$ cat config.mk
export PLATFORM = sky130hd
export DESIGN_NAME = spi_master_param
export DESIGN_NICKNAME = d
export VERILOG_FILES = /design/src/rtl/spi_pkg.sv /design/src/rtl/spi_half_tick.sv /design/src/rtl/spi_master_param.sv
export SDC_FILE = /design/constraint.sdc
export NUM_CORES = 1
export LEC_CHECK = 0
export BUFFER_PORTS_ARGS = -buffer_cell sky130_fd_sc_hd__buf_2
export CAP_MARGIN = 20
export CORE_MARGIN = 1.5
export CORE_UTILIZATION = 52
export CTS_CLUSTER_DIAMETER = 60
export DETAILED_ROUTE_END_ITERATION = 6
export GPL_ROUTABILITY_DRIVEN = 0
export PLACE_DENSITY = 0.76
export SYNTH_ARGS = -nofsm -noshare
export SYNTH_HDL_FRONTEND = slang
export SYNTH_SLANG_ARGS = --single-unit
export TNS_END_PERCENT = 5
$ cat constraint.sdc
create_clock -name clk -period 2.2 [get_ports clk]
set_clock_uncertainty 0.05 [all_clocks]
set_input_delay 0.11 -clock clk [delete_from_list [all_inputs] [get_ports clk]]
set_output_delay 0.11 -clock clk [all_outputs]
set_load 0.05 [all_outputs]
$ cat src/rtl/spi_pkg.sv
// Shared encodings for the SPI master: FSM states and the mode / bit-order constants.
package spi_pkg;

  typedef enum logic [2:0] {
    ST_IDLE,
    ST_LEAD,
    ST_H0,
    ST_H1,
    ST_TRAIL
  } spi_state_e;

  localparam logic CPHA_LEAD  = 1'b0;
  localparam logic CPHA_TRAIL = 1'b1;
  localparam logic MSB_FIRST  = 1'b0;
  localparam logic LSB_FIRST  = 1'b1;

endpackage

$ cat src/rtl/spi_half_tick.sv
// Half-period timer: reloads from the divider latched at frame start, pulses tick every div+1 cycles.
module spi_half_tick #(
  parameter int DIV_W = 8
) (
  input  logic             clk,
  input  logic             reset_n,
  input  logic             load,
  input  logic [DIV_W-1:0] div,
  output logic             tick
);
  logic [DIV_W-1:0] cnt_q, cnt_d;
  logic [DIV_W-1:0] div_q, div_d;

  always_comb begin
    // NOTE: defaults first, so every path assigns each _d and no latch is inferred.
    cnt_d = cnt_q;
    div_d = div_q;
    if (load) begin
      cnt_d = div;
      div_d = div;
    end else if (cnt_q == '0) begin
      cnt_d = div_q;
    end else begin
      cnt_d = cnt_q - 1'b1;
    end
  end

  // NOTE: state registers use non-blocking assignments so all flops update from pre-edge values.
  always_ff @(posedge clk or negedge reset_n) begin
    if (!reset_n) begin
      cnt_q <= '0;
      div_q <= '0;
    end else begin
      cnt_q <= cnt_d;
      div_q <= div_d;
    end
  end

  assign tick = (cnt_q == '0);

endmodule

$ cat src/rtl/spi_master_param.sv
// SPI master: DATA_W-bit full-duplex frames, run-time divider, CPOL/CPHA, bit order, held chip selects.
module spi_master_param
  import spi_pkg::*;
#(
  parameter int DATA_W = 8,
  parameter int NUM_CS = 4,
  parameter int DIV_W  = 8,
  localparam int CS_W  = (NUM_CS > 1) ? $clog2(NUM_CS) : 1
) (
  input  logic              clk,
  input  logic              reset_n,
  input  logic              cpol,
  input  logic              cpha,
  input  logic              lsb_first,
  input  logic [DIV_W-1:0]  clk_div,
  input  logic [CS_W-1:0]   cs_sel,
  input  logic              cs_hold,
  input  logic              cs_release,
  input  logic              start,
  input  logic [DATA_W-1:0] tx_data,
  output logic [DATA_W-1:0] rx_data,
  output logic              ready,
  output logic              done,
  output logic              err,
  output logic              SCLK,
  output logic              MOSI,
  input  logic              MISO,
  output logic [NUM_CS-1:0] CS_N
);
  localparam int BC_W = $clog2(DATA_W);
  localparam logic [BC_W-1:0] LAST_BIT = BC_W'(DATA_W - 1);
  localparam logic [CS_W:0]   NUM_CS_L = (CS_W + 1)'(NUM_CS);

  function automatic logic head_bit(input logic [DATA_W-1:0] v, input logic lsb);
    return (lsb == LSB_FIRST) ? v[0] : v[DATA_W-1];
  endfunction

  function automatic logic [DATA_W-1:0] shift_out(input logic [DATA_W-1:0] v, input logic lsb);
    return (lsb == LSB_FIRST) ? {1'b0, v[DATA_W-1:1]} : {v[DATA_W-2:0], 1'b0};
  endfunction

  function automatic logic [DATA_W-1:0] shift_in(input logic [DATA_W-1:0] v, input logic b,
                                                 input logic lsb);
    return (lsb == LSB_FIRST) ? {b, v[DATA_W-1:1]} : {v[DATA_W-2:0], b};
  endfunction

  function automatic logic [NUM_CS-1:0] cs_mask_n(input logic [CS_W-1:0] sel);
    logic [NUM_CS-1:0] m;
    m      = '1;
    m[sel] = 1'b0;
    return m;
  endfunction

  spi_state_e        state_q, state_d;
  logic [BC_W-1:0]   bit_cnt_q, bit_cnt_d;
  logic [DATA_W-1:0] tx_sh_q, tx_sh_d;
  logic [DATA_W-1:0] rx_sh_q, rx_sh_d;
  logic [DATA_W-1:0] rx_data_q, rx_data_d;
  logic [NUM_CS-1:0] cs_n_q, cs_n_d;
  logic              mosi_q, mosi_d;
  logic              err_q, err_d;
  logic              cpol_q, cpol_d, cpha_q, cpha_d, lsb_q, lsb_d;
  logic              cs_hold_q, cs_hold_d, cfg_seen_q, cfg_seen_d;
  logic              accept, tick, sel_ok;

  assign sel_ok = ({1'b0, cs_sel} < NUM_CS_L);

  spi_half_tick #(.DIV_W(DIV_W)) u_half_tick (
    .clk     (clk),
    .reset_n (reset_n),
    .load    (accept),
    .div     (clk_div),
    .tick    (tick)
  );

  always_comb begin
    state_d    = state_q;
    bit_cnt_d  = bit_cnt_q;
    tx_sh_d    = tx_sh_q;
    rx_sh_d    = rx_sh_q;
    rx_data_d  = rx_data_q;
    cs_n_d     = cs_n_q;
    mosi_d     = mosi_q;
    cpol_d     = cpol_q;
    cpha_d     = cpha_q;
    lsb_d      = lsb_q;
    cs_hold_d  = cs_hold_q;
    cfg_seen_d = cfg_seen_q;
    err_d      = 1'b0;
    accept     = 1'b0;
    done       = 1'b0;
    unique case (state_q)
      ST_IDLE: begin
        if (start && sel_ok) begin
          accept     = 1'b1;
          state_d    = ST_LEAD;
          bit_cnt_d  = '0;
          cpol_d     = cpol;
          cpha_d     = cpha;
          lsb_d      = lsb_first;
          cs_hold_d  = cs_hold;
          cfg_seen_d = 1'b1;
          cs_n_d     = cs_mask_n(cs_sel);
          tx_sh_d    = tx_data;
          // With cpha=0 the first bit must already be on MOSI before the first SCLK edge.
          if (cpha == CPHA_LEAD) begin
            mosi_d  = head_bit(tx_data, lsb_first);
            tx_sh_d = shift_out(tx_data, lsb_first);
          end
        end else if (start) begin
          err_d = 1'b1;
        end else if (cs_release) begin
          cs_n_d = '1;
        end
      end
      ST_LEAD: if (tick) state_d = ST_H0;
      ST_H0: begin
        if (tick) begin
          state_d = ST_H1;
          if (cpha_q == CPHA_LEAD) begin
            rx_sh_d = shift_in(rx_sh_q, MISO, lsb_q);
          end else begin
            mosi_d  = head_bit(tx_sh_q, lsb_q);
            tx_sh_d = shift_out(tx_sh_q, lsb_q);
          end
        end
      end
      ST_H1: begin
        if (tick) begin
          if (cpha_q == CPHA_TRAIL) begin
            rx_sh_d = shift_in(rx_sh_q, MISO, lsb_q);
          end else if (bit_cnt_q != LAST_BIT) begin
            mosi_d  = head_bit(tx_sh_q, lsb_q);
            tx_sh_d = shift_out(tx_sh_q, lsb_q);
          end
          if (bit_cnt_q == LAST_BIT) begin
            state_d = ST_TRAIL;
          end else begin
            state_d   = ST_H0;
            bit_cnt_d = bit_cnt_q + 1'b1;
          end
        end
      end
      ST_TRAIL: begin
        if (tick) begin
          done      = 1'b1;
          rx_data_d = rx_sh_q;
          state_d   = ST_IDLE;
          if (!cs_hold_q) cs_n_d = '1;
        end
      end
      default: state_d = ST_IDLE;
    endcase
  end

  always_ff @(posedge clk or negedge reset_n) begin
    if (!reset_n) begin
      state_q    <= ST_IDLE;
      bit_cnt_q  <= '0;
      tx_sh_q    <= '0;
      rx_sh_q    <= '0;
      rx_data_q  <= '0;
      cs_n_q     <= '1;
      mosi_q     <= 1'b0;
      err_q      <= 1'b0;
      cpol_q     <= 1'b0;
      cpha_q     <= 1'b0;
      lsb_q      <= 1'b0;
      cs_hold_q  <= 1'b0;
      cfg_seen_q <= 1'b0;
    end else begin
      state_q    <= state_d;
      bit_cnt_q  <= bit_cnt_d;
      tx_sh_q    <= tx_sh_d;
      rx_sh_q    <= rx_sh_d;
      rx_data_q  <= rx_data_d;
      cs_n_q     <= cs_n_d;
      mosi_q     <= mosi_d;
      err_q      <= err_d;
      cpol_q     <= cpol_d;
      cpha_q     <= cpha_d;
      lsb_q      <= lsb_d;
      cs_hold_q  <= cs_hold_d;
      cfg_seen_q <= cfg_seen_d;
    end
  end

  assign ready   = (state_q == ST_IDLE);
  assign rx_data = done ? rx_sh_q : rx_data_q;
  assign MOSI    = mosi_q;
  assign err     = err_q;
  // Until the first frame latches a polarity, the idle clock follows the live cpol input.
  assign SCLK    = (state_q == ST_H1) ? ~cpol_q : (cfg_seen_q ? cpol_q : cpol);
  // Switching a held line to a different slave releases the old line during the start cycle.
  assign CS_N    = (accept && (cs_n_q != cs_n_d)) ? '1 : cs_n_q;

endmodule
==> metrics.yaml, run 1 <==
route:
  drc: 0
  drt_pass1_iterations: 4
  drt_iter0_drc: 150
  wl_per_cell_um: 15.68
  viasPerCell: 5.613
  drtAntennaViolNets: 0
  routed-via-count: 2610
  wirelength_um: 7293
setup_path:
  crit_path_max_fanout: 4
  worst_ep_arrival_time_ns: 2.12
  cp-end-kind: "primary output"
  path_class: "flip-flop to primary output"
  required_ns: 2.04
  cp-start-kind: "flip-flop"
finish:
  nNetsFinal: 423
  instances_no_fill: 465
  drive_gt1_share_pct: 28.24
  syn2layout_area_growth_pct: 26.90
  antenna_cells: 0
placed_design:
  portBuffers: 42
  hpwlAfterDp_um: 4631
  numPlacedInstances: 434
synth:
  yosysWarnings: 0
  synth_fp_nets: 354
  yosysSeqAreaShare_pct: 45.60
  syn_area_um2: 3084
  synth.avg_cell_area_um2: 9.549
  synth-seq-cells: 56
  synth_cell_types: 54
  syn-instance-count: 323
global_route:
  grt_usage_pct: 23.93
  antenna_found_initial: 0
  grt_pass1_vias: 2563
  overflow: 0
  grt_pass1_wl_um: 11930
  grt_max_degree: 33
timing:
  fin_crit_sh_pct: 103.6
  slew_headroom_pct: 60.24
  finalHoldViolations: 0
  fin_setup_tns_ns: -0.3610
  fmax_mhz: 438.8
  setup_viol: 10
  fin_hold_ws_ns: 0.03242
  rsz0062_at_grt: "true"
  setup_slack_ns: -0.07907
  maxSlewViolCount: 0
  tightest_slew_ns: 0.5965
  min_period_ns: 2.279
floorplan:
  rows: 27
  die_h_um: 80.02
  die_w_um: 80.02
  initial_core_util_pct: 55.00
  io_pins: 44
  dieArea_um2: 6402
  core_um2: 5608
clocking:
  clk_latency_ns: 0.32
  cts_htree_levels: 2
  cts_buffers: 5
  cts_tree: "yes"
  clk_path_buf_depth: 2
  clock-sinks: 56
  clkTransAtPathRegs_ns: 0.11
  root_buffer: "clkbuf_8"
outcome:
  status: "complete, but fails checks"
  violations: "negative setup slack"
power_and_ir_drop:
  vdd_ir_drop_max_uv: 359.3
  power.density_nw_per_um2: 450.8
  power.leakage_nw: 1.810
  p_total_w: 0.001764
min_path:
  hold_path.class: "input pin to flip-flop"
job:
  maxCapViolCount: 0
[cell families (layout without fill, tap and decap cells)]
kind of cell    after synthesis  in the layout  share of synthesized area (%)
simple gates                110            111                          18.26
compound gates               75             75                          15.66
flops                        56             56                          45.60
mux                          37             37                          12.58
buf+inv                      37            106                          5.314
fa+ha+maj                     4              4                          1.623
xor+xnor                      3              3                         0.8521
other cells                   1              1                         0.1216
[critical path, cell delays in order, from the launching register on]
cell and delay [ns]:
dfrtp_1 0.39, inv_2 0.06, ha_4 0.15, nor3b_4 0.16, buf_4 0.14, and4b_2 0.23, o311ai_4 0.33, nand3b_1 0.16
buf_6 0.18
[layout make-up]
class                           count  area, µm²
Clock buffer                        5      68.82
Clock inverter                      3      27.53
Fill cell                         426       1694
Inverter                           16      60.06
Multi-Input combinational cell    231       1612
Sequential cell                    56       1409
Tap cell                           72      90.09
Timing Repair Buffer               82      646.9
[cell usage after synthesis (all sizes together)]
cell type	n	area, µm²
nand2	67	251.5
dfrtp	52	1301
o21ai	31	155.1
mux2i	26	260.3
inv	16	60.05
clkbuf	13	48.80
a21oi	12	60.06
mux2	11	127.6
buf	8	55.05
nand3b	7	52.55
o211ai	7	52.55
nor2	6	25.03
a31oi	4	25.02
dfstp	4	105.1
ha	4	50.05
nor2b	4	25.02
nor3	4	20.02
nor3b	4	30.03
o32a	4	40.04
a211oi	3	35.03
and2	3	18.77
o21a	3	22.52
o31ai	3	22.52
a22oi	2	15.01
and4b	2	20.02
nand3	2	22.52
nor4	2	27.53
nor4bb	2	20.02
xnor2	2	17.52
a21boi	1	11.26
a21o	1	7.510
a221oi	1	8.760
a311oi	1	8.760
a41o	1	10.01
and3	1	6.260
and3b	1	8.760
conb	1	3.750
nand2b	1	6.260
nand4	1	6.260
o311ai	1	8.760
or3	1	6.260
or3b	1	8.760
or4	1	7.510
xor2	1	8.760
[stage by stage]
step           util [%]  worst slack [ns]  instance area, µm²
3_5_place_dp      61.56          -0.03717                3452
3_3_place_gp      61.56           0.01631                3452
2_1_floorplan         -          -0.07198                3095
6_report          69.79          -0.07907                3914
5_1_grt           69.79           -0.1654                3914
4_1_cts           69.63          -0.03786                3905
[registers in the layout (all words and copies together), names as in the netlist]
signal	count
lsb_q	1
rx_data_q	8
cs_hold_q	1
state_q	3
cfg_seen_q	1
tx_sh_q	8
cs_n_q	4
u_half_tick.cnt_q	8
cpha_q	1
bit_cnt_q	3
rx_sh_q	8
u_half_tick.div_q	8
cpol_q	1
MOSI	1
[cell usage in the layout, fill, tap and decap left out, drive strengths merged, types with 4 or more instances in the layout]
master / count
buf: 69
nand2: 67
dfrtp: 52
o21ai: 31
mux2i: 26
inv: 17
a21oi: 12
dlygate4sd3: 11
mux2: 11
o211ai: 7
nand3b: 7
clkbuf: 7
nor2: 6
o32a: 4
a31oi: 4
nor2b: 4
dfstp: 4
nor3: 4
nor3b: 4
ha: 4
[repair_timing]
item / 4_1_cts / 5_1_grt
resized for setup: 43 / 5
hold buffers: 11 / 0
endpoints found under the hold margin: 35 / 0
buffers inserted: 12 / 0
setup endpoints to repair: 13 / 15
pin swaps: 7 / 5
cloned: 1 / 0
[path summary, 6_finish.rpt]
check / cells after the start / start / to / slack (ns)
max: 8 / u_half_tick.cnt_q[0]$_DFF_PN0_ / CS_N[3] / -0.08
max reg2reg: 5 / u_half_tick.cnt_q[0]$_DFF_PN0_ / u_half_tick.cnt_q[7]$_DFF_PN0_ / 0.14
min reg2reg: 2 / cfg_seen_q$_DFFE_PN0P_ / cfg_seen_q$_DFFE_PN0P_ / 0.43
min: 3 / MISO / rx_sh_q[0]$_DFFE_PN0P_ / 0.03
max in group asynchronous: 3 / reset_n / u_half_tick.cnt_q[2]$_DFF_PN0_ / 1.25
min in group asynchronous: 2 / reset_n / u_half_tick.cnt_q[5]$_DFF_PN0_ / 0.26
[power breakdown]
| group | total, W | switching [W] | internal (W) |
|---|---|---|---|
| sequential | 0.00103 | 0.00000152 | 0.00103 |
| combinational | 0.000123 | 0.0000704 | 0.0000526 |
| clock | 0.000608 | 0.000373 | 0.000235 |
| total | 0.00176 | 0.000445 | 0.00132 |
[per-layer routing]
metal / up-vias / track usage [%] / wire (µm)
met5: - / 0 / 0
met3: 7 / 3.543 / 261
li1: 1268 / - / -
met1: 1274 / 31.55 / 3245
met2: 61 / 40.67 / 3710
met4: 0 / 6.897 / 76
(Power assumes the default switching activity.)
==> run 2: changes to the inputs <==
--- a/config.mk
+++ b/config.mk
@@ -7,12 +7,15 @@
 export LEC_CHECK = 0
 export BUFFER_PORTS_ARGS = -buffer_cell sky130_fd_sc_hd__buf_2
 export CAP_MARGIN = 20
+export CELL_PAD_IN_SITES_DETAIL_PLACEMENT = 0
+export CELL_PAD_IN_SITES_GLOBAL_PLACEMENT = 1
 export CORE_MARGIN = 1.5
-export CORE_UTILIZATION = 52
+export CORE_UTILIZATION = 40
 export CTS_CLUSTER_DIAMETER = 60
 export DETAILED_ROUTE_END_ITERATION = 6
 export GPL_ROUTABILITY_DRIVEN = 0
-export PLACE_DENSITY = 0.76
+export PLACE_DENSITY_LB_ADDON = 0.1
+export RECOVER_POWER = 50
 export SYNTH_ARGS = -nofsm -noshare
 export SYNTH_HDL_FRONTEND = slang
 export SYNTH_SLANG_ARGS = --single-unit
==> metrics.yaml, run 2 (synthesis gave the netlist of run 1 again) <==
timing:
  setup_viol: 4
  finalHoldViolations: 0
  maxSlewViolCount: 0
  fin_crit_sh_pct: 100.9
  setup_slack_ns: -0.01944
  slew_headroom_pct: 7.592
  fmax_mhz: 450.6
  tightest_slew_ns: 1.386
  min_period_ns: 2.219
  rsz0062_at_grt: "true"
job:
  maxCapViolCount: 0
setup_path:
  path_cells: "inv_2, ha_4, nor3b_4, buf_6, and4b_2, o311ai_4, nand3b_1, buf_6"
  cp_top_family: "simple AND/OR/NAND/NOR gates"
  cp-end-kind: "primary output"
  worstRegToRegCells: 9
  r2r_end: "tx_sh_q[4]$_DFFE_PN0P_"
  required_ns: 2.04
  cp-start-kind: "flip-flop"
  slowest_delay_ns: 0.38
  worst_path_max_delay_cell: "dfrtp_1"
  path_common_cell: "buf_6"
  rr_startpoint: "u_half_tick.cnt_q[0]$_DFF_PN0_"
  crit_path_max_fanout: 4
  rrSetupSlack_ns: 0.18
  cp-startpoint: "u_half_tick.cnt_q[1]$_DFF_PN0_"
  worstSetupPathDepth: 8
  path_class: "flip-flop to primary output"
  worst_ep_arrival_time_ns: 2.06
  crit_end: "CS_N[3]"
  worst-path-buf-inv: 3
clocking:
  cts_htree_levels: 2
  clock-sinks: 56
  clk_latency_ns: 0.30
  cts_tree: "yes"
  clk_path_buf_depth: 2
  clkTransAtPathRegs_ns: 0.10
  root_buffer: "clkbuf_8"
  cts_buffers: 5
finish:
  instances_no_fill: 482
  mostFrequentLayoutCells: "nand2_1 (67), dfrtp_1 (50), buf_2 (29)"
  register_area_um2: 1409
  final_common_cell: "nand2_1"
  syn2layout_area_growth_pct: 25.56
  drive_gt1_share_pct: 26.63
  multi_input_area_um2: 1624
  nNetsFinal: 413
  nFillCells: 719
  antenna_cells: 0
route:
  wl_per_cell_um: 14.17
  wirelength_um: 6828
  drt_pass1_iterations: 6
  drtAntennaViolNets: 0
  routed-via-count: 2456
  drc: 0
  drt_iter0_drc: 51
  viasPerCell: 5.095
placed_design:
  numPlacedInstances: 457
  portBuffers: 42
  hpwlAfterDp_um: 4545
outcome:
  violations: "negative setup slack"
  status: "complete, but fails checks"
power_and_ir_drop:
  power.density_nw_per_um2: 474.5
  power.leakage_nw: 1.768
  p_total_w: 0.001837
  vdd_ir_drop_max_uv: 406.6
global_route:
  grt_pass1_vias: 2471
  overflow: 0
  grt_pass1_wl_um: 11670
  antenna_found_initial: 0
  grt_max_degree: 57
  grt_usage_pct: 17.31
floorplan:
  rows: 31
  initial_core_util_pct: 41.85
  core_um2: 7370
  die_h_um: 90.81
  io_pins: 44
  dieArea_um2: 8246
  die_w_um: 90.81
min_path:
  hold_path.class: "input pin to flip-flop"
## run 2: changes by cell type in the layout (fill, tap and decap cells not counted), moves of 2 or more
cell,delta
clkbuf_2,+2
clkbuf_4,-2
buf_12,-2
mux2_4,+2
buf_4,-11
## run 2: per-stage QoR
step	cell area, µm²	setup slack, ns	TNS (ns)	hold slack (ns)	utilization (%)
after global routing	3872	-0.1319	-0.6914	0.07672	52.55
after CTS	3845	-0.002830	-0.002830	0.04956	52.17
after global placement	3431	0.09863	0	0.2524	46.55
final	3872	-0.01944	-0.05077	0.06245	52.55
after floorplan	3095	-0.07198	-0.5759	-0.2356	-
after detailed placement	3431	0.01819	0	0.2505	46.55
## run 2: final cells by class
class                   instances  share of cell area [%]
clock buffers                   5                   1.777
clock inverters                 3                   1.228
inverters                      16                   1.551
multi-input cells             231                   41.94
flip-flops and latches         56                   36.38
well taps                      99                   3.199
repair buffers                 72                   13.93
## run 2: how the worst min path moves through the flow
| stage | start | to | cells after the start |
|---|---|---|---|
| 2_1_floorplan | reset_n | MOSI$_DFFE_PN0P_ | 0 |
| 3_3_place_gp | reset_n | u_half_tick.div_q[5]$_DFFE_PN0P_ | 2 |
| 6_report | MISO | rx_sh_q[7]$_DFFE_PN0P_ | 3 |
| 3_5_place_dp | reset_n | u_half_tick.div_q[6]$_DFFE_PN0P_ | 2 |
| 4_1_cts | MISO | rx_sh_q[7]$_DFFE_PN0P_ | 3 |
| 5_1_grt | MISO | rx_sh_q[0]$_DFFE_PN0P_ | 3 |
## run 2: tightest hold or removal path, cell delays in order
cell	delay, ns
buf_2	0.10
mux2i_1	0.07
o21ai_1	0.11
## run 2: routing by layer
layer  up-vias  global-route usage, %  routed length, µm
li1       1253                      -                  -
met1      1173                  23.47               3307
met5         -                      0                  0
met4         0                  3.516                 38
met3         2                  2.778                194
met2        28                  29.20               3289
## run 2: timing repair
item                       CTS  global route
pin swaps                    4             1
cloned                       1             0
resized for setup           42             7
hold endpoints to repair    67             0
setup endpoints to repair   12            19
hold buffers                11             0
buffers inserted             4             1
## run 2: report_power, final
part           internal (W)  switching [W]
Combinational     0.0000491      0.0000693
Clock              0.000343       0.000341
Sequential          0.00103     0.00000231
Total               0.00142       0.000413
